--- src/rtl/clk_div_pkg.sv ---
// Shared definitions for the even clock divider and its health monitor.
package clk_div_pkg;

  // Monitor FSM states
  typedef enum logic [1:0] {
    IDLE   = 2'd0,
    ACQ    = 2'd1,
    LOCKED = 2'd2
  } mon_state_e;

  // Defaults shared with the divider's num/fen settings
  localparam int CNT_W_DEF      = 8;
  localparam int EXP_PERIOD_DEF = 6;
  localparam int EXP_HIGH_DEF   = 3;

endpackage

--- src/rtl/clk_div_monitor_sync_edge_det.sv ---
// Brings the divided clock into the clkin domain as data and flags its rising edges.
module sync_edge_det (
  input  logic clkin,
  input  logic rst,
  input  logic d_i,
  output logic level_o,
  output logic rise_o
);

  logic s1_q;
  logic s2_q;
  logic s3_q;

  // Two-flop synchronizer plus one delay stage used for edge detection
  always_ff @(posedge clkin or posedge rst) begin
    if (rst) begin
      s1_q <= 1'b0;
      s2_q <= 1'b0;
      s3_q <= 1'b0;
    end else begin
      s1_q <= d_i;
      s2_q <= s1_q;
      s3_q <= s2_q;
    end
  end

  assign level_o = s2_q;
  assign rise_o  = s2_q & ~s3_q;

endmodule

--- src/rtl/clk_div_monitor.sv ---
// Measures period and high time of the divided clock in clkin cycles, tracks
// lock against the expected shape, and reports mismatches and a stuck clock.
module clk_div_monitor
  import clk_div_pkg::*;
#(
  parameter int CNT_W      = CNT_W_DEF,
  parameter int EXP_PERIOD = EXP_PERIOD_DEF,
  parameter int EXP_HIGH   = EXP_HIGH_DEF,
  parameter int LOCK_CNT   = 4,
  parameter int TIMEOUT    = 12
) (
  input  logic             clkin,
  input  logic             rst,
  input  logic             div_clk,
  input  logic             clr_err,
  output logic [CNT_W-1:0] period_o,
  output logic [CNT_W-1:0] high_o,
  output logic             meas_valid,
  output logic             locked,
  output logic             err,
  output logic             stuck
);

  localparam logic [CNT_W-1:0] CNT_MAX  = '1;
  localparam logic [CNT_W-1:0] CNT_ONE  = CNT_W'(1);
  localparam logic [CNT_W-1:0] PER_EXP  = CNT_W'(EXP_PERIOD);
  localparam logic [CNT_W-1:0] HIGH_EXP = CNT_W'(EXP_HIGH);
  localparam logic [CNT_W-1:0] TO_VAL   = CNT_W'(TIMEOUT);
  localparam logic [3:0]       LOCK_VAL = 4'(LOCK_CNT);

  mon_state_e       state_q;
  logic [CNT_W-1:0] pcnt_q, pcnt_d;
  logic [CNT_W-1:0] hcnt_q, hcnt_d;
  logic [3:0]       mcnt_q;
  logic [CNT_W-1:0] period_q;
  logic [CNT_W-1:0] high_q;
  logic             meas_valid_q;
  logic             locked_q;
  logic             err_q;
  logic             stuck_q;

  logic divLevel;
  logic rise;
  logic match;
  logic timeoutHit;

  sync_edge_det u_sync (
    .clkin   (clkin),
    .rst     (rst),
    .d_i     (div_clk),
    .level_o (divLevel),
    .rise_o  (rise)
  );

  assign match      = (pcnt_q == PER_EXP) && (hcnt_q == HIGH_EXP);
  assign timeoutHit = (state_q != IDLE) && !rise && (pcnt_q == TO_VAL);

  // Next-state of the measurement counters: reload on a rise, saturate while counting
  always_comb begin
    pcnt_d = pcnt_q;
    hcnt_d = hcnt_q;
    if (rise) begin
      pcnt_d = CNT_ONE;
      hcnt_d = CNT_ONE;
    end else if (state_q == IDLE) begin
      pcnt_d = pcnt_q;
      hcnt_d = hcnt_q;
    end else if (timeoutHit) begin
      pcnt_d = '0;
      hcnt_d = '0;
    end else begin
      pcnt_d = (pcnt_q == CNT_MAX) ? CNT_MAX : pcnt_q + CNT_ONE;
      if (divLevel) begin
        hcnt_d = (hcnt_q == CNT_MAX) ? CNT_MAX : hcnt_q + CNT_ONE;
      end
    end
  end

  // Measurement counter registers
  always_ff @(posedge clkin or posedge rst) begin
    if (rst) begin
      pcnt_q <= '0;
      hcnt_q <= '0;
    end else begin
      pcnt_q <= pcnt_d;
      hcnt_q <= hcnt_d;
    end
  end

  // Lock FSM with registered outputs; a new error overrides a clear in the same cycle
  always_ff @(posedge clkin or posedge rst) begin
    if (rst) begin
      state_q      <= IDLE;
      mcnt_q       <= '0;
      period_q     <= '0;
      high_q       <= '0;
      meas_valid_q <= 1'b0;
      locked_q     <= 1'b0;
      err_q        <= 1'b0;
      stuck_q      <= 1'b0;
    end else begin
      meas_valid_q <= 1'b0;
      stuck_q      <= 1'b0;
      if (clr_err) begin
        err_q <= 1'b0;
      end
      case (state_q)
        IDLE: begin
          if (rise) begin
            state_q <= ACQ;
            mcnt_q  <= '0;
          end
        end
        ACQ: begin
          if (rise) begin
            period_q     <= pcnt_q;
            high_q       <= hcnt_q;
            meas_valid_q <= 1'b1;
            if (match) begin
              if (mcnt_q + 4'd1 == LOCK_VAL) begin
                state_q  <= LOCKED;
                locked_q <= 1'b1;
                mcnt_q   <= '0;
              end else begin
                mcnt_q <= mcnt_q + 4'd1;
              end
            end else begin
              mcnt_q <= '0;
            end
          end else if (timeoutHit) begin
            state_q <= IDLE;
            stuck_q <= 1'b1;
            mcnt_q  <= '0;
          end
        end
        LOCKED: begin
          if (rise) begin
            period_q     <= pcnt_q;
            high_q       <= hcnt_q;
            meas_valid_q <= 1'b1;
            if (!match) begin
              state_q  <= ACQ;
              mcnt_q   <= '0;
              err_q    <= 1'b1;
              locked_q <= 1'b0;
            end
          end else if (timeoutHit) begin
            state_q  <= IDLE;
            stuck_q  <= 1'b1;
            err_q    <= 1'b1;
            locked_q <= 1'b0;
            mcnt_q   <= '0;
          end
        end
        default: begin
          state_q  <= IDLE;
          locked_q <= 1'b0;
          mcnt_q   <= '0;
        end
      endcase
    end
  end

  assign period_o   = period_q;
  assign high_o     = high_q;
  assign meas_valid = meas_valid_q;
  assign locked     = locked_q;
  assign err        = err_q;
  assign stuck      = stuck_q;

endmodule
--- config.mk ---
export PLATFORM = sky130hd
export DESIGN_NAME = clk_div_monitor
export DESIGN_NICKNAME = d
export VERILOG_FILES = /design/src/rtl/clk_div_pkg.sv /design/src/rtl/clk_div_monitor_sync_edge_det.sv /design/src/rtl/clk_div_monitor.sv
export SDC_FILE = /design/constraint.sdc
export NUM_CORES = 1
export LEC_CHECK = 0
export CAP_MARGIN = 20
export CORE_ASPECT_RATIO = 0.7
export CORE_MARGIN = 3
export CORE_UTILIZATION = 25
export DETAILED_ROUTE_END_ITERATION = 10
export HOLD_SLACK_MARGIN = 0.12
export PLACE_DENSITY = 0.44
export SETUP_SLACK_MARGIN = 0.5
export SLEW_MARGIN = 30
export SYNTH_ARGS = -nofsm -noshare
export SYNTH_HDL_FRONTEND = slang
export SYNTH_HIERARCHICAL = 1
export SYNTH_SLANG_ARGS = --single-unit
--- constraint.sdc ---
create_clock -name clkin -period 4.1 [get_ports clkin]
set_input_delay 0.82 -clock clkin [delete_from_list [all_inputs] [get_ports clkin]]
set_output_delay 0.82 -clock clkin [all_outputs]
set_load 0.02 [all_outputs]
; Word-level counts from Yosys, hierarchy flattened
; Index checks and enable logic that the tools add are counted.
[totals]
ff_bits = 45
inputBits = 4
out_inout_bits = 20
word_cells = 90
[op_classes]
add_sub_neg = 3
eq_ne = 16
mux = 42
n_bitwise = 3
n_reduce_logical = 13
[ops]
columns = operator, n
row1 = $mux 8, 9
row2 = $mux 4, 7
row3 = $add 8x1->8 const B, 2
row4 = $eq 8x8->1 const B, 2
row5 = $mux 1, 16
row6 = $mux 2, 7
row7 = $ne 3x3->1 const B, 4
row8 = $pmux 4 s3, 1
row9 = $eq 8x2->1 const B, 1
row10 = $eq 8x3->1 const B, 1
row11 = $eq 8x4->1 const B, 1
row12 = $ne 2x2->1 const B, 4
row13 = $pmux 2 s3, 1
row14 = $reduce_and 2->1, 3
row15 = $reduce_and 6->1, 1
row16 = $add 4x1->4 const B, 1
row17 = $eq 4x3->1 const B, 1
row18 = $reduce_and 4->1, 1
row19 = $logic_and 1x1->1, 3
row20 = $pmux 1 s3, 1
row21 = $reduce_bool 3->1, 1
row22 = $eq 2x1->1 const B, 1
row23 = $eq 2x2->1 const B, 1
row24 = $logic_not 2->1, 1
row25 = other kinds (5), 6

; Longest topological paths before layout
; Gate-level depths: netlist (run 1).
[depth]
depth_word = 8
depth_mapped = 7
mapped_depth_nobuf = 6

; Hierarchy
; The synthesis (run 1) kept the hierarchy.
[by_module_without_submodules]
columns = mod, n_inst, cells_per_inst, area_each_um2, seq_area_each_um2
row1 = clk_div_monitor, 1, 228, 2269.7, 1051.0
row2 = sync_edge_det, 1, 5, 92.6, 75.1

; Worst setup path before layout (run 1)
; Ideal clock, no wire load.
[synth_timing]
kind = reg-to-reg
start = register pcnt_q[0]
end = register state_q[1]
setup_time_ns = 0.142
arrival_time_ns = 2.095
t_required_ns = 3.958
slack_ns = 1.863
path_stages_with_launch = 7
path_buffers = 0
period_less_slack_ns = 2.237
cell_sequence = dfrtp_1 inv_1 ha_1 or4b_2 or4_4 a211oi_2 o221ai_1
[synth_via]
elab_chain_cells = 5
elab_cells_between_ends = 11
classes_between = 4 x eq/ne / 4 x mux / 3 x reduce/logical
[synth_lines]
columns = item, line_no
row1 = "start, declared", clk_div_monitor.sv:32  ; logic [CNT_W-1:0] pcnt_q, pcnt_d;
row2 = "start signal, assigned", clk_div_monitor.sv:85  ; pcnt_q <= pcnt_d;
row3 = $eq 8x4->1, clk_div_monitor.sv:56  ; assign timeoutHit = (state_q != IDLE) && !rise && (pcnt_q == TO_VAL);
row4 = $logic_and 1x1->1, clk_div_monitor.sv:56
row5 = $mux 2, --
row6 = "$mux 2, on equally long branches", --
row7 = $pmux 2 s3, --
row8 = "end signal, assigned", clk_div_monitor.sv:93  ; state_q <= IDLE;
row9 = "end signal, assigned", clk_div_monitor.sv:110  ; state_q <= ACQ;
row10 = "end signal, assigned", clk_div_monitor.sv:121  ; state_q <= LOCKED;
row11 = "end, declared", clk_div_monitor.sv:31  ; mon_state_e state_q;
; Several ways; a longest one is shown, not always the timed one.
; A chain may end at the register's enable or synchronous reset.

; Worst setup path after layout (run 1)
[layout_timing]
start = register pcnt_q[0]
end = register mcnt_q[3]
[layout_via]
elab_chain_cells = 5
elab_cells_between_ends = 11
classes_between = 3 x eq/ne / 5 x mux / 3 x reduce/logical
[layout_lines]
columns = item, line_no
row1 = $eq 8x4->1 / $eq 8x3->1 (equally long branches), "clk_div_monitor.sv:56, clk_div_monitor.sv:55"
row2 = "$logic_and 1x1->1, on equally long branches", "clk_div_monitor.sv:56, clk_div_monitor.sv:55"
row3 = "$mux 4, on equally long branches (2 in a row)", --
row4 = $pmux 4 s3, clk_div_monitor.sv:107  ; case (state_q)
row5 = "end signal, assigned", clk_div_monitor.sv:125  ; mcnt_q <= mcnt_q + 4'd1;
row6 = "end, declared", clk_div_monitor.sv:34  ; logic [3:0] mcnt_q;
; Several ways; a longest one is shown, not always the timed one.

==> summary.md, run 1 <==
| Metric | Value |
|---|---|
| # hold bufs at CTS | `0` |
| Data arrival, critical path | `2.63 ns` |
| Max-cap violations | `0` |
| Slew margin rel. | `0.504` |
| Worst slew pin tran | `0.740 ns` |
| DRT Pass-1 Iters | `5` |
| Mapped Area | `0.00236 mm2` |
| Max Clk Rate | `0.406 GHz` |
| Clk_lat worst skew | `0.28 ns` |
| Final ANT Viol Nets | `0` |
| Largest cells by area after synthesis | `dfrtp_1 (48%), ha_1 (4.8%), o21ai_0 (4.4%)` |
| Gr ovfl total | `0` |
| Full die area | `0.0107 mm2` |
| Pwr per Cell Area | `513 mW/mm2` |
| Leakage dissipation | `1.21 nW` |
| Register bit total from synthesis | `45` |
| Layout Cells excl Fill | `382` |
| Worst Path Max Fanout | `6` |
| Die width | `122 um` |
| Final-stage net count | `271` |
| DRC Markers | `0` |
| CTS tree | `built` |
| Worst reg2reg path depth | `6` |
| Vias in the first global route | `1807` |
| Vias | `1868` |
| First-pass GRT wire length | `9.65 mm` |
| Netlist cell types | `52` |
| Initial Util | `0.258` |
| Hold endpoint | `u_sync/level_o$_DFF_PP0_` |
| Min-delay src | `u_sync/s1_q$_DFF_PP0_` |
| Starting DRC count in detailed routing | `169` |
| R2R Setup Slk | `1.63 ns` |
| Crit path launch type | `flip-flop` |
| Row count | `29` |
| HP Class | `reg2reg` |
| Placer Congestion | `0.817` |
| Hold Path Depth | `0` |
| Vias per inst | `4.89` |
| CORE AREA | `0.00914 mm2` |
| GRT Total Usage | `0.118` |
| Mean Syn Cell Area | `10.1 um2` |
| Tmin final | `2.47 ns` |
| Initial antenna violation count | `0` |
| Pin count of the biggest net entering global routing | `27` |
| Yosys warns | `6` |
| Req. time, crit path | `4.27 ns` |
| Top FF cell, synth | `dfrtp_1` |
| RR Endpoint | `mcnt_q[3]$_DFFE_PP0P_` |
| Top cell type's share of synthesized area | `0.477` |
| Async set-reset flop share out of synthesis | `1.00` |
| Postcts setup bufs | `0` |
| WL final | `5.82 mm` |
| Most frequent cells in the layout | `dfrtp_1 (45), clkdlybuf4s50_1 (23), o21ai_0 (21)` |
| Final Util | `0.314` |
| RSZ-0062 raised after global routing | `no` |
| Outcome | `completed` |
| CTS resizes | `0` |
| Layout cells sized above 1 | `0.101` |
| Commonest non-fill, non-tap cell in the layout | `dfrtp_1` |
| I/O Pins | `24` |
| Worst ir drop on vdd | `0.178 mV` |
| CTS max path bufs | `2` |
| Critical path type | `reg2reg` |
| EDFF count, synth | `0` |
| Diode count | `0` |
| Final setup fails | `0` |
| CTS buffer count | `5` |
| Post-synth net total | `246` |
| Post-synthesis sequential area ratio | `0.477` |
| I/O Buffers | `23` |
| Final Hold Vio Count | `0` |
| Sink Count | `45` |
| Tcrit/Tclk final | `0.601` |
| P&R area growth vs syn | `21.4%` |
| CTS Root Cell | `clkbuf_16` |
| R2R Path Start | `pcnt_q[0]$_DFFE_PP0P_` |
| Dpl hpwl | `4.24 mm` |
| Area leader, netlist | `dfrtp_1` |
| Routed wire per std cell | `15.2 um` |
| Final Skew | `0.00502 ns` |
| Die Height | `87.3 um` |
| Final setup TNS | `0 ns` |
| Hold Worst Slack | `0.347 ns` |
| Endpoint class of the critical path | `flip-flop` |
| H-tree levels | `2` |
| Fin. max-slew vios | `0` |
| Synth Instances | `233` |
| Dpl cells | `375` |
| Clock transition at path regs | `0.06 ns` |
[cells by family (layout without fill, tap and decap cells)]
logic type / count (synthesis) / count (layout) / synth area share
AOI/OAI and AO/OA: 73 / 73 / 0.217
adders and majority gates: 9 / 9 / 0.0477
buffers and inverters: 26 / 51 / 0.0445
DFF: 45 / 45 / 0.477
muxes: 10 / 10 / 0.0471
and+or+nand+nor: 70 / 70 / 0.167
[synth_stat cells, types with 3 or more instances]
library cell / n
dfrtp_1: 45
o21ai_0: 21
inv_1: 20
nand2_1: 14
a21oi_1: 13
ha_1: 9
mux2_2: 9
nor2_1: 9
nand3_1: 8
nor3_1: 6
clkbuf_1: 5
a21o_1: 4
a31oi_1: 4
nor2b_1: 4
a22o_1: 3
and3_1: 3
nand2b_1: 3
nand4_1: 3
o211ai_1: 3
o22ai_1: 3
o31ai_1: 3
or2_2: 3
[worst max-delay path by stage]
stage                                     start                     end  slack, ns  cells after the start
after floorplan           pcnt_q[0]$_DFFE_PP0P_  state_q[1]$_DFFE_PP0P_       1.86                      6
after global placement    pcnt_q[0]$_DFFE_PP0P_  state_q[1]$_DFFE_PP0P_       1.71                      6
after detailed placement  pcnt_q[0]$_DFFE_PP0P_   mcnt_q[3]$_DFFE_PP0P_       1.64                      6
after CTS                 pcnt_q[0]$_DFFE_PP0P_   mcnt_q[3]$_DFFE_PP0P_       1.62                      6
after global routing      pcnt_q[0]$_DFFE_PP0P_   mcnt_q[3]$_DFFE_PP0P_       1.38                      6
final                     pcnt_q[0]$_DFFE_PP0P_   mcnt_q[3]$_DFFE_PP0P_       1.63                      6
[sequential cells by signal, indices dropped and copies added (netlist names)]
signal / count
err: 1
hcnt_q: 8
high_o: 8
locked: 1
mcnt_q: 4
meas_valid: 1
pcnt_q: 8
period_o: 8
state_q: 2
stuck: 1
u_sync/level_o: 1
u_sync/s1_q: 1
u_sync/s3_q: 1
[per-layer routing]
layer,global-route usage,part of all wire,up-vias
li1,-,-,916
met1,0.181,0.55,894
met2,0.159,0.38,54
met3,0.0318,0.056,4
met4,0.0305,0.0072,0
met5,0,0,-
[layout make-up]
class                      instances  area [um2]
multi-input combinational        162        1130
tap                              124         155
fill                             970        6280
clock buffer                       7         143
timing repair buffer              24         238
inverter                          20        75.1
sequential                        45        1130
[where the power goes]
part           total (mW)  leakage [nW]  switching, mW  internal (mW)
Sequential          0.587         0.601         0.0753          0.511
Clock               0.400        0.0700          0.161          0.239
Combinational       0.484         0.541          0.286          0.197
Total                1.47          1.21          0.523          0.948
[worst max-delay path, cell delays in order, from the launching register on]
cell,delay (ns)
dfrtp_1,0.43
inv_1,0.11
ha_1,0.15
or4b_2,0.64
nor4_1,0.54
o21ai_0,0.18
a32o_1,0.29
[stage by stage]
| step | setup WS (ns) | total power, mW | area (um2) |
|---|---|---|---|
| 6_report | 1.63 | 1.47 | 2870 |
| 5_1_grt | 1.38 | 1.57 | 2870 |
| 4_1_cts | 1.62 | 1.49 | 2870 |
| 3_5_place_dp | 1.64 | 1.08 | 2730 |
| 3_3_place_gp | 1.71 | 1.08 | 2730 |
| 2_1_floorplan | 1.86 | 0.906 | 2360 |
No activity file was read; power rests on OpenSTA's default activity.
==> run 2, diff against run 1 <==
==> constraint.sdc (replaced) <==
create_clock -name clkin -period 2.3 [get_ports clkin]
set_input_delay 0.46 -clock clkin [delete_from_list [all_inputs] [get_ports clkin]]
set_output_delay 0.46 -clock clkin [all_outputs]
set_load 0.02 [all_outputs]
==> summary.md, run 2 (same netlist as run 1, synthesis figures left out) <==
| Metric | Value |
|---|---|
| Outcome | `completed` |
| Sequential Power Share | `0.321 (-0.078)` |
| Pin count of the biggest net entering global routing | `28 (+3.7%)` |
| Endpoint class of the critical path | `flip-flop` |
| Final-stage net count | `310 (+14%)` |
| H-tree levels | `2 (unchanged)` |
| Row count | `29 (unchanged)` |
| Clk_lat worst skew | `0.30 ns (+0.02 ns)` |
| Dpl hpwl | `4.67 mm (+10%)` |
| # hold bufs at CTS | `0 (unchanged)` |
| Routed wire per std cell | `15.8 um (+3.5%)` |
| GRT Total Usage | `0.130 (+0.0119)` |
| Die Height | `87.3 um (unchanged)` |
| Clock transition at path regs | `0.06 ns (about the same)` |
| Starting DRC count in detailed routing | `123 (-27%)` |
| Worst path cell trace | `or4_4 -> or4_4 -> a211oi_4 -> mux2i_1` |
| Layout cells sized above 1 | `0.322 (+0.221)` |
| Critical path type | `reg2reg` |
| Diode count | `0 (unchanged)` |
| Critical Path Max Stage Delay | `0.60 ns (-0.04 ns)` |
| RSZ-0062 raised after global routing | `yes` |
| Tcrit/Tclk final | `0.935 (+0.334)` |
| Gr ovfl total | `0 (unchanged)` |
| DRT Pass-1 Iters | `4 (-1)` |
| Crit path launch type | `flip-flop` |
| Critical path's slowest cell | `or4_4` |
| Area of the multi-input gates | `0.00133 mm2 (+18%)` |
| CORE AREA | `0.00914 mm2 (unchanged)` |
| FF/Latch Area | `0.00113 mm2 (unchanged)` |
| CTS buffer count | `5 (unchanged)` |
| # fillers | `932 (-3.9%)` |
| Placer Congestion | `0.789 (-3.4%)` |
| Hold Worst Slack | `0.356 ns (+0.00951 ns)` |
| Sink Count | `45 (unchanged)` |
| Leakage dissipation | `1.47 nW (+21%)` |
| Initial Util | `0.258 (unchanged)` |
| Internal Pwr Total | `2.09 mW (+120%)` |
| DRC Markers | `0 (unchanged)` |
| First-pass GRT wire length | `10.6 mm (+10%)` |
| Max Clk Rate | `0.465 GHz (+15%)` |
| P&R area growth vs syn | `46.1%` |
| Final setup TNS | `0 ns (unchanged)` |
| Critical path's most frequent cell | `or4_4` |
| Sw power | `1.08 mW (+110%)` |
| Initial antenna violation count | `0 (unchanged)` |
| Clock share of power | `0.296 (+0.024)` |
| CTS Root Cell | `clkbuf_16` |
| Pwr per Cell Area | `917 mW/mm2 (+79%)` |
| Tmin final | `2.15 ns (-0.314 ns)` |
| Vias | `2099 (+12%)` |
| CTS max path bufs | `2 (unchanged)` |
| I/O Buffers | `23 (unchanged)` |
| HP Class | `reg2reg` |
| Final setup margin | `0.148 ns (-1.49 ns)` |
| I/O Pins | `24 (unchanged)` |
| Final Hold Vio Count | `0 (unchanged)` |
| Data arrival, critical path | `2.37 ns (-0.26 ns)` |
| Post-place setup slack | `0.0391 ns (-1.60 ns)` |
| Most frequent cells in the layout | `dfrtp_1 (45), buf_4 (33), clkdlybuf4s50_1 (23)` |
| Worst slew pin tran | `0.414 ns (-0.325 ns)` |
| Commonest non-fill, non-tap cell in the layout | `dfrtp_1` |
| Final ANT Viol Nets | `0 (unchanged)` |
| Req. time, crit path | `2.52 ns (-1.75 ns)` |
| Vias per inst | `4.97 (+1.7%)` |
| Final Skew | `0.00539 ns (+0.000372 ns)` |
| Fin. max-slew vios | `0 (unchanged)` |
| CTS tree | `built` |
| Final setup fails | `0 (unchanged)` |
| Full die area | `0.0107 mm2 (unchanged)` |
| Worst ir drop on vdd | `0.297 mV (+67%)` |
| WL final | `6.65 mm (+14%)` |
| Sw frac | `0.340 (-0.0152)` |
| Combinational fraction of design power | `0.383 (+0.054)` |
| Vias in the first global route | `2045 (+13%)` |
| Final Util | `0.377 (+0.0638)` |
| Worst Path Max Fanout | `6 (unchanged)` |
| Max-cap violations | `0 (unchanged)` |
| Slew margin rel. | `0.723 (+0.219)` |
| Die width | `122 um (unchanged)` |
-- run 2: cell count changes in the layout (fill, tap and decap cells not counted), moves of 3 or more --
cell and change:
buf_4 +32, o21ai_0 -6, buf_6 +4, ha_1 -4, ha_4 +3
-- run 2: worst paths after layout --
| check | depth (start not counted) | slack [ns] | start | to |
|---|---|---|---|---|
| max in group asynchronous | 3 | 1.54 | rst | hcnt_q[4]$_DFFE_PP0P_ |
| hold reg to reg | 0 | 0.36 | u_sync/s1_q$_DFF_PP0_ | u_sync/level_o$_DFF_PP0_ |
| setup / recovery | 4 | 0.15 | pcnt_q[5]$_DFFE_PP0P_ | state_q[0]$_DFFE_PP0P_ |
| min in group asynchronous | 2 | 0.37 | rst | mcnt_q[3]$_DFFE_PP0P_ |
| setup reg to reg | 4 | 0.15 | pcnt_q[5]$_DFFE_PP0P_ | state_q[0]$_DFFE_PP0P_ |
| hold / removal | 0 | 0.36 | u_sync/s1_q$_DFF_PP0_ | u_sync/level_o$_DFF_PP0_ |
-- run 2: timing repair --
item,4_1_cts,5_1_grt
pin swaps,4,16
buffers inserted,8,8
endpoints found under the hold margin,0,0
setup endpoints to repair,22,22
resized for setup,18,33
-- run 2: through the flow --
stage / cells / area, um2 / total power [mW]
global placement: 398 / 2920 / 2.03
finish: 422 / 3450 / 3.16
floorplan: 233 / 2370 / 1.63
global route: 422 / 3450 / 3.36
CTS: 414 / 3240 / 3.06
detailed placement: 398 / 2920 / 2.03
-- run 2: metal layers --
| layer | GRT usage | vias up | share of wire |
|---|---|---|---|
| met1 | 0.197 | 1045 | 0.53 |
| li1 | - | 998 | - |
| met4 | 0.0407 | 0 | 0.013 |
| met5 | 0 | - | 0 |
| met3 | 0.0351 | 10 | 0.043 |
| met2 | 0.176 | 46 | 0.42 |
-- run 2: critical path: cells and delay by family, from the launching register on --
| kind | cells | cell delay [ns] |
|---|---|---|
| and+or+nand+nor | 2 | 1.20 |
| DFF | 1 | 0.37 |
| AOI/OAI and AO/OA | 1 | 0.31 |
| muxes | 1 | 0.20 |
-- run 2: power by group through the flow --
stage	clock network [mW]	logic (mW)	registers [mW]
after floorplan	0	0.555	1.08
after global placement	0	1.02	1.02
after detailed placement	0	1.00	1.02
after CTS	0.964	1.09	1.01
after global routing	0.994	1.33	1.03
final	0.937	1.21	1.01
-- run 2: final cells by class --
class	instances	area share
multi-input combinational	162	0.386
tap	124	0.0450
sequential	45	0.326
clock inverter	3	0.0189
inverter	20	0.0218
timing repair buffer	63	0.166
clock buffer	5	0.0363
==> run 3, diff against run 2 <==
--- a/config.mk
+++ b/config.mk
@@ -9,6 +9,7 @@
 export CORE_ASPECT_RATIO = 0.7
 export CORE_MARGIN = 3
 export CORE_UTILIZATION = 25
+export CTS_BUF_LIST = sky130_fd_sc_hd__clkbuf_16
 export DETAILED_ROUTE_END_ITERATION = 10
 export HOLD_SLACK_MARGIN = 0.12
 export PLACE_DENSITY = 0.44
==> constraint.sdc (replaced) <==
create_clock -name clkin -period 2.3 [get_ports clkin]
set_input_delay 0.46 -clock clkin [delete_from_list [all_inputs] [get_ports clkin]]
set_output_delay 0.46 -clock clkin [all_outputs]
set_load 0.005 [all_outputs]
==> results of run 3 <==
The final DEF is identical to that of run 2. Status: completed.
Among the figures that moved: total power 3.16 mW -> 3.10 mW; worst IR drop on VDD 0.297 mV -> 0.288 mV
